$ cat config.mk
export PLATFORM = sky130hd
export DESIGN_NAME = recog_calc
export DESIGN_NICKNAME = d
export VERILOG_FILES = /design/src/rtl/recog_calc_pkg.sv /design/src/rtl/recog_calc_bin2bcd_seq.sv /design/src/rtl/recog_calc.sv
export SDC_FILE = /design/constraint.sdc
export NUM_CORES = 1
export LEC_CHECK = 0
export ABC_AREA = 1
export CORE_MARGIN = 2
export CORE_UTILIZATION = 55
export CTS_BUF_LIST = sky130_fd_sc_hd__clkbuf_4 sky130_fd_sc_hd__clkbuf_8 sky130_fd_sc_hd__clkbuf_16
export DETAILED_ROUTE_END_ITERATION = 10
export HOLD_SLACK_MARGIN = 0.15
export PLACE_DENSITY = 0.76
export SETUP_SLACK_MARGIN = 0.2
export SLEW_MARGIN = 20
export SYNTH_ARGS = -nofsm -noshare
export SYNTH_HDL_FRONTEND = slang
export SYNTH_SLANG_ARGS = --single-unit
export TNS_END_PERCENT = 50
$ cat constraint.sdc
create_clock -name clk -period 3.8 [get_ports clk]
set_clock_uncertainty 0.05 [all_clocks]
set_input_delay 0.76 -clock clk [delete_from_list [all_inputs] [get_ports clk]]
set_output_delay 0.76 -clock clk [all_outputs]
set_load 0.02 [all_outputs]
$ cat src/rtl/recog_calc_pkg.sv
// Shared types and code tables for the recogniser calculator: operator/error/state
// enums, digit feature-code LUT and operator code constants.
package recog_calc_pkg;

  typedef enum logic [1:0] {OP_ADD, OP_SUB, OP_MUL, OP_DIV} op_t;

  typedef enum logic [1:0] {
    ERR_NONE  = 2'd0,
    ERR_DIGIT = 2'd1,
    ERR_OP    = 2'd2,
    ERR_DIV0  = 2'd3
  } err_t;

  typedef enum logic [2:0] {S_IDLE, S_DECODE, S_CALC, S_BCD, S_DONE} state_t;

  localparam logic [7:0] DIGIT_CODE [0:9] = '{
    8'hAB, 8'h54, 8'h5E, 8'h5F, 8'h97, 8'h5D, 8'h6D, 8'h57, 8'hAF, 8'h9F
  };

  localparam logic [3:0] SYM_ADD = 4'h5;
  localparam logic [3:0] SYM_SUB = 4'h0;
  localparam logic [3:0] SYM_MUL = 4'hA;
  localparam logic [3:0] SYM_DIV = 4'h4;

  localparam int BCD_ITERS = 7;

  // Returns {valid, digit value}; unknown codes give valid=0.
  function automatic logic [4:0] digit_lookup(input logic [7:0] code);
    logic [4:0] r;
    r = '0;
    for (int i = 0; i < 10; i++) begin
      if (code == DIGIT_CODE[i]) r = {1'b1, 4'(i)};
    end
    return r;
  endfunction

  // Returns {valid, op_t}.
  function automatic logic [2:0] op_lookup(input logic [3:0] code);
    logic [2:0] r;
    case (code)
      SYM_ADD: r = {1'b1, OP_ADD};
      SYM_SUB: r = {1'b1, OP_SUB};
      SYM_MUL: r = {1'b1, OP_MUL};
      SYM_DIV: r = {1'b1, OP_DIV};
      default: r = 3'b000;
    endcase
    return r;
  endfunction

endpackage

$ cat src/rtl/recog_calc_bin2bcd_seq.sv
// Iterative 7-bit binary to 2-digit BCD converter (double dabble) with start/done.
// The start cycle performs the first shift, so done pulses six cycles after start.
module bin2bcd_seq
  import recog_calc_pkg::*;
(
  input  logic       clk,
  input  logic       rst,
  input  logic       start,
  input  logic [6:0] bin,
  output logic       done,
  output logic [7:0] bcd
);

  logic [5:0] shift_q;
  logic [2:0] iter_cnt;
  logic       active;
  logic [7:0] adj;

  function automatic logic [7:0] dd_adjust(input logic [7:0] v);
    logic [7:0] r;
    r = v;
    if (r[3:0] >= 4'd5) r[3:0] = r[3:0] + 4'd3;
    if (r[7:4] >= 4'd5) r[7:4] = r[7:4] + 4'd3;
    return r;
  endfunction

  assign adj = dd_adjust(bcd);

  always_ff @(posedge clk) begin
    if (rst) begin
      active   <= 1'b0;
      iter_cnt <= '0;
      done     <= 1'b0;
    end else begin
      done <= 1'b0;
      if (start) begin
        active   <= 1'b1;
        iter_cnt <= 3'(BCD_ITERS - 1);
      end else if (active) begin
        iter_cnt <= iter_cnt - 3'd1;
        if (iter_cnt == 3'd1) begin
          active <= 1'b0;
          done   <= 1'b1;
        end
      end
    end
  end

  // First iteration needs no adjust since the BCD accumulator starts at zero.
  always_ff @(posedge clk) begin
    if (start) begin
      bcd     <= {7'b0, bin[6]};
      shift_q <= bin[5:0];
    end else if (active) begin
      bcd     <= (adj << 1) | {7'b0, shift_q[5]};
      shift_q <= {shift_q[4:0], 1'b0};
    end
  end

endmodule

$ cat src/rtl/recog_calc.sv
// Recogniser calculator: debounces feature-code strobes, decodes two digits and an
// operator, computes sequentially and reports sign + BCD. Remainder: RECOG_CALC_DIV_REM_EN.
module recog_calc
  import recog_calc_pkg::*;
#(
  parameter int STABLE_CNT = 3
) (
  input  logic       clk,
  input  logic       rst,
  input  logic       code_stb,
  input  logic [7:0] num_1,
  input  logic [7:0] num_2,
  input  logic [3:0] sym,
  output logic       busy,
  output logic       res_valid,
  output logic       res_neg,
  output logic [7:0] res_bcd,
  output logic [3:0] res_rem,
  output logic [1:0] err
);

  localparam logic [3:0] STABLE_N = 4'(STABLE_CNT);

  state_t      state, state_next;
  logic [19:0] code_in, code_q;
  logic [3:0]  stab_cnt, cnt_after;
  logic        code_match, accept;
  logic [1:0]  cyc;
  logic [3:0]  a_q, b_q, quo_q, rem_q;
  op_t         op_q;
  logic        neg_q;
  logic [4:0]  dig_a, dig_b;
  logic [2:0]  op_dec;
  err_t        dec_err;
  logic [4:0]  trial;
  logic [3:0]  trial_sub, rem_next;
  logic        qbit;
  logic [6:0]  calc_val;
  logic        bcd_start, bcd_done;
  logic [7:0]  bcd_val;

  assign code_in    = {num_1, num_2, sym};
  assign code_match = (code_in == code_q);
  assign cnt_after  = !code_match ? 4'd1 :
                      (stab_cnt >= STABLE_N) ? STABLE_N : stab_cnt + 4'd1;
  assign accept     = (state == S_IDLE) && code_stb && (cnt_after == STABLE_N);
  assign busy       = (state != S_IDLE);
  assign bcd_start  = (state == S_CALC) && (cyc == 2'd3);

  always_comb begin
    dig_a   = digit_lookup(code_q[19:12]);
    dig_b   = digit_lookup(code_q[11:4]);
    op_dec  = op_lookup(code_q[3:0]);
    dec_err = ERR_NONE;
    if (!dig_a[4] || !dig_b[4])
      dec_err = ERR_DIGIT;
    else if (!op_dec[2])
      dec_err = ERR_OP;
    else if ((op_t'(op_dec[1:0]) == OP_DIV) && (dig_b[3:0] == 4'd0))
      dec_err = ERR_DIV0;
  end

  // Restoring divide step: one dividend bit enters the partial remainder per cycle.
  always_comb begin
    trial     = {rem_q, quo_q[3]};
    trial_sub = trial[3:0] - b_q;
    qbit      = (trial >= {1'b0, b_q});
    rem_next  = qbit ? trial_sub : trial[3:0];
  end

  // For division the final quotient bit is folded in combinationally on the last CALC cycle.
  always_comb begin
    calc_val = '0;
    case (op_q)
      OP_ADD:  calc_val = 7'(a_q) + 7'(b_q);
      OP_SUB:  calc_val = (a_q >= b_q) ? 7'(a_q) - 7'(b_q) : 7'(b_q) - 7'(a_q);
      OP_MUL:  calc_val = 7'(a_q) * 7'(b_q);
      OP_DIV:  calc_val = {3'b000, quo_q[2:0], qbit};
      default: calc_val = '0;
    endcase
  end

  always_comb begin
    state_next = state;
    case (state)
      S_IDLE:   if (accept) state_next = S_DECODE;
      S_DECODE: state_next = (dec_err != ERR_NONE) ? S_DONE : S_CALC;
      S_CALC:   if (cyc == 2'd3) state_next = S_BCD;
      S_BCD:    if (bcd_done) state_next = S_DONE;
      S_DONE:   state_next = S_IDLE;
      default:  state_next = S_IDLE;
    endcase
  end

  always_ff @(posedge clk) begin
    if (rst) state <= S_IDLE;
    else     state <= state_next;
  end

  always_ff @(posedge clk) begin
    if (rst) begin
      stab_cnt  <= '0;
      code_q    <= '0;
      cyc       <= '0;
      res_valid <= 1'b0;
      res_neg   <= 1'b0;
      res_bcd   <= '0;
      err       <= '0;
    end else begin
      res_valid <= 1'b0;
      cyc       <= (state == S_CALC) ? cyc + 2'd1 : 2'd0;
      if ((state == S_IDLE) && code_stb) begin
        stab_cnt <= accept ? 4'd0 : cnt_after;
        if (!code_match) code_q <= code_in;
      end
      if ((state == S_DECODE) && (dec_err != ERR_NONE)) begin
        res_valid <= 1'b1;
        err       <= dec_err;
        res_bcd   <= '0;
        res_neg   <= 1'b0;
      end else if ((state == S_BCD) && bcd_done) begin
        res_valid <= 1'b1;
        err       <= ERR_NONE;
        res_bcd   <= bcd_val;
        res_neg   <= neg_q;
      end
    end
  end

  // Operand registers carry data only and need no reset.
  always_ff @(posedge clk) begin
    if (state == S_DECODE) begin
      a_q   <= dig_a[3:0];
      b_q   <= dig_b[3:0];
      op_q  <= op_t'(op_dec[1:0]);
      neg_q <= (op_t'(op_dec[1:0]) == OP_SUB) && (dig_a[3:0] < dig_b[3:0]);
      quo_q <= dig_a[3:0];
      rem_q <= '0;
    end else if ((state == S_CALC) && (op_q == OP_DIV)) begin
      quo_q <= {quo_q[2:0], qbit};
      rem_q <= rem_next;
    end
  end

`ifdef RECOG_CALC_DIV_REM_EN
  always_ff @(posedge clk) begin
    if (rst)
      res_rem <= '0;
    else if ((state == S_DECODE) && (dec_err != ERR_NONE))
      res_rem <= '0;
    else if ((state == S_BCD) && bcd_done)
      res_rem <= (op_q == OP_DIV) ? rem_q : 4'd0;
  end
`else
  assign res_rem = 4'd0;
`endif

  bin2bcd_seq u_bin2bcd (
    .clk   (clk),
    .rst   (rst),
    .start (bcd_start),
    .bin   (calc_val),
    .done  (bcd_done),
    .bcd   (bcd_val)
  );

endmodule

==> impl_metrics.csv <==
group,metric,value,unit
run_status,status,"completed",
finish,drive_gt1_share,6.28,%
global_route,grt_overflow_total,0,
timing,hold_viol_final,0,
worst_setup_path,cp-start-kind,"flip-flop",
detailed_routing,wire_per_inst,12.8,um
timing,rsz0062_at_grt,"false",
die,io_pins,40,
synthesis,synth_cell_type_count,43,
timing,setup_viol,0,
detailed_routing,drtPass1Iterations,4,
power,leakage,2.72,nW
power,powerDensity,317,mW/mm^2
die,die_y,100,um
power,power,1.82,mW
die,coreArea,0.00911,sq mm
finish,final_nets,811,
global_route,antenna_found_initial,0,
finish,syn2layout_area_growth,12.9,%
synthesis,synth.most_common_cell,"nand2_1",
timing,fin_setup_tns,0,ns
die,rows,35,
global_route,grt_pass1_wl,19400,um
synthesis,synth_edf_count,22,
clocking,clk_path_buf_depth,2,
global_route,track_usage,23.8,%
placement,port-buffer-count,35,
synthesis,synth_warnings,0,
synthesis,async_flop_share,0,%
synthesis,synthesis.instances,710,
detailed_routing,num_vias,4461,
clocking,clk_pin_slew,0.10,ns
die,die-area,0.0100,sq mm
placement,place_area,0.00553,sq mm
die,chipWidth,100,um
worst_setup_path,cp.arrival,3.17,ns
synthesis,seq_area_frac_synth,35.4,%
synthesis,synth_largest_area_cell,"dfxtp_1",
timing,slew_viol_final,0,
synthesis,netlist_area,0.00509,sq mm
power,ir_drop,0.192,mV
detailed_routing,routed_via_density,5.19,
clocking,cts-root-buf,"clkbuf_8",
job,maxCapViolCount,0,
finish,final_area,0.00575,sq mm
finish,nFillCells,830,
synthesis,ys_ff_latch,79,
timing,max_freq,0.323,GHz
detailed_routing,drt_wl_total,11000,um
worst_setup_path,worst-endpoint-required,3.87,ns
detailed_routing,drtIter0Drc,187,
worst_setup_path,path_class,"flip-flop to flip-flop",
synthesis,syn_area_per_cell,7.18,sq um
clocking,cts_buffers,9,
clocking,clock_sinks,79,
global_route,grt_max_degree,27,
clocking,htree_num_levels,3,
timing,post-route-min-period,3.10,ns
synthesis,synth_top_area_share,22.4,%
timing,fin_crit_sh,81.5,%
clocking,cts_hold_buf,0,
timing,tightestPinTransition,0.733,ns
worst_setup_path,cp_max_fo,6,
clocking,insertion_delay,0.36,ns
clocking,postCtsSetupBuffers,0,
worst_setup_path,rr_worst_depth,13,
clocking,cts_tree,"done",
finish,n_antenna_cell,0,
clocking,ctsResizeCount,0,
global_route,grt_pass1_vias,4440,
placement,dp_hpwl,8680,um
synthesis,ys_top_cells_by_count,"nand2_1 (174), inv_1 (115), nor2_1 (68), o21ai_0 (58), dfxtp_1 (57)",
detailed_routing,ant_nets,0,
worst_setup_path,crit_path_end_kind,"flip-flop",
placement,gp_congestion,0.915,
detailed_routing,drc_errors,0,
worst_hold_path,whs_path_depth,2,
worst_setup_path,r2r_slack,0.70,ns
die,start_util,55.9,%
synthesis,synth_area_leaders,"dfxtp_1 (22%), edfxtp_1 (13%), nand2_1 (13%)",
worst_hold_path,hold_class,"flip-flop to flip-flop",
timing,slew_headroom,51.1,%
synthesis,synth_flop_cell,"dfxtp_1",
layout by cell type (no fill, tap or decap), types with 3 or more instances in the layout:
| cell | count |
|---|---|
| xnor2_1 | 11 |
| conb_1 | 4 |
| clkbuf_8 | 9 |
| nand2_1 | 174 |
| ha_1 | 37 |
| nor2_2 | 8 |
| inv_8 | 3 |
| a21oi_1 | 38 |
| o21a_1 | 3 |
| nand3_1 | 18 |
| o22ai_1 | 5 |
| nand2_2 | 4 |
| a31oi_1 | 3 |
| inv_1 | 115 |
| nor3_1 | 6 |
| nor2_1 | 68 |
| clkdlybuf4s50_1 | 35 |
| or2_2 | 4 |
| fa_1 | 8 |
| xor2_1 | 8 |
| dfxtp_1 | 57 |
| nand4_1 | 12 |
| inv_2 | 6 |
| o21ai_0 | 58 |
| edfxtp_1 | 22 |
critical path, stage by stage (launching register included):
cell and delay, ns:
edfxtp_1 0.50, nand2_1 0.12, inv_1 0.07, fa_1 0.52
inv_1 0.06, fa_1 0.58, inv_1 0.05, ha_1 0.28
a21oi_1 0.13, o21ba_2 0.15, xor2_1 0.15, o21ai_0 0.10
nand2_1 0.07, nand2_1 0.05
worst paths after layout:
check / start / end
max: a_q[0] / u_bin2bcd.shift_q[5]
max reg2reg: a_q[0] / u_bin2bcd.shift_q[5]
min reg2reg: stab_cnt[3] / stab_cnt[3]
min: stab_cnt[3] / stab_cnt[3]
kinds of logic after synthesis:
logic type	count (synthesis)	synth area share (%)
other cells	1	0.0736
flops	79	35.4
simple gates	302	24.9
fa+ha+maj	45	12.2
buf+inv	141	10.8
compound gates	123	13.4
xor+xnor	19	3.27
where the power goes:
| part | switching [mW] | internal (mW) | total, mW |
|---|---|---|---|
| clock | 0.356 | 0.333 | 0.689 |
| combinational | 0.122 | 0.0849 | 0.207 |
| sequential | 0.0315 | 0.894 | 0.926 |
per-stage QoR:
stage | utilization [%] | instances | setup WS [ns] | hold WS (ns)
2_1_floorplan | - | 713 | 0.902 | 0.355
3_3_place_gp | 60.7 | 843 | 0.773 | 0.368
3_5_place_dp | 60.7 | 843 | 0.724 | 0.379
4_1_cts | 63.1 | 859 | 0.698 | 0.395
5_1_grt | 63.1 | 859 | 0.465 | 0.423
6_report | 63.1 | 859 | 0.703 | 0.395
final cells by class:
cell class	count	area (sq um)	area share [%]
Clock buffer	11	174	3.02
Clock inverter	5	50.0	0.870
Inverter	123	462	8.03
Multi-Input combinational cell	493	2760	48.0
Sequential cell	79	1800	31.3
Tap cell	111	139	2.42
Timing Repair Buffer	37	365	6.35
registers in the layout (all words and copies together) (netlist names), 2 cells and up:
name                flops
err                     2
res_bcd                 8
stab_cnt                4
cyc                     2
b_q                     4
rem_q                   4
u_bin2bcd.shift_q       6
u_bin2bcd.iter_cnt      3
quo_q                   4
op_q                    2
state                   3
u_bin2bcd.bcd           8
code_q                 20
a_q                     4
layer usage:
metal / wire (um) / GRT usage (%) / part of all wire [%] / vias to the layer above
met2: 5560 / 43.0 / 51 / 74
met4: 186 / 7.17 / 1.7 / 0
li1: - / - / - / 2324
met3: 293 / 4.60 / 2.7 / 16
met5: 0 / 0 / 0 / -
met1: 4950 / 28.4 / 45 / 2047
Note: power is estimated with default switching activity, not from simulation.
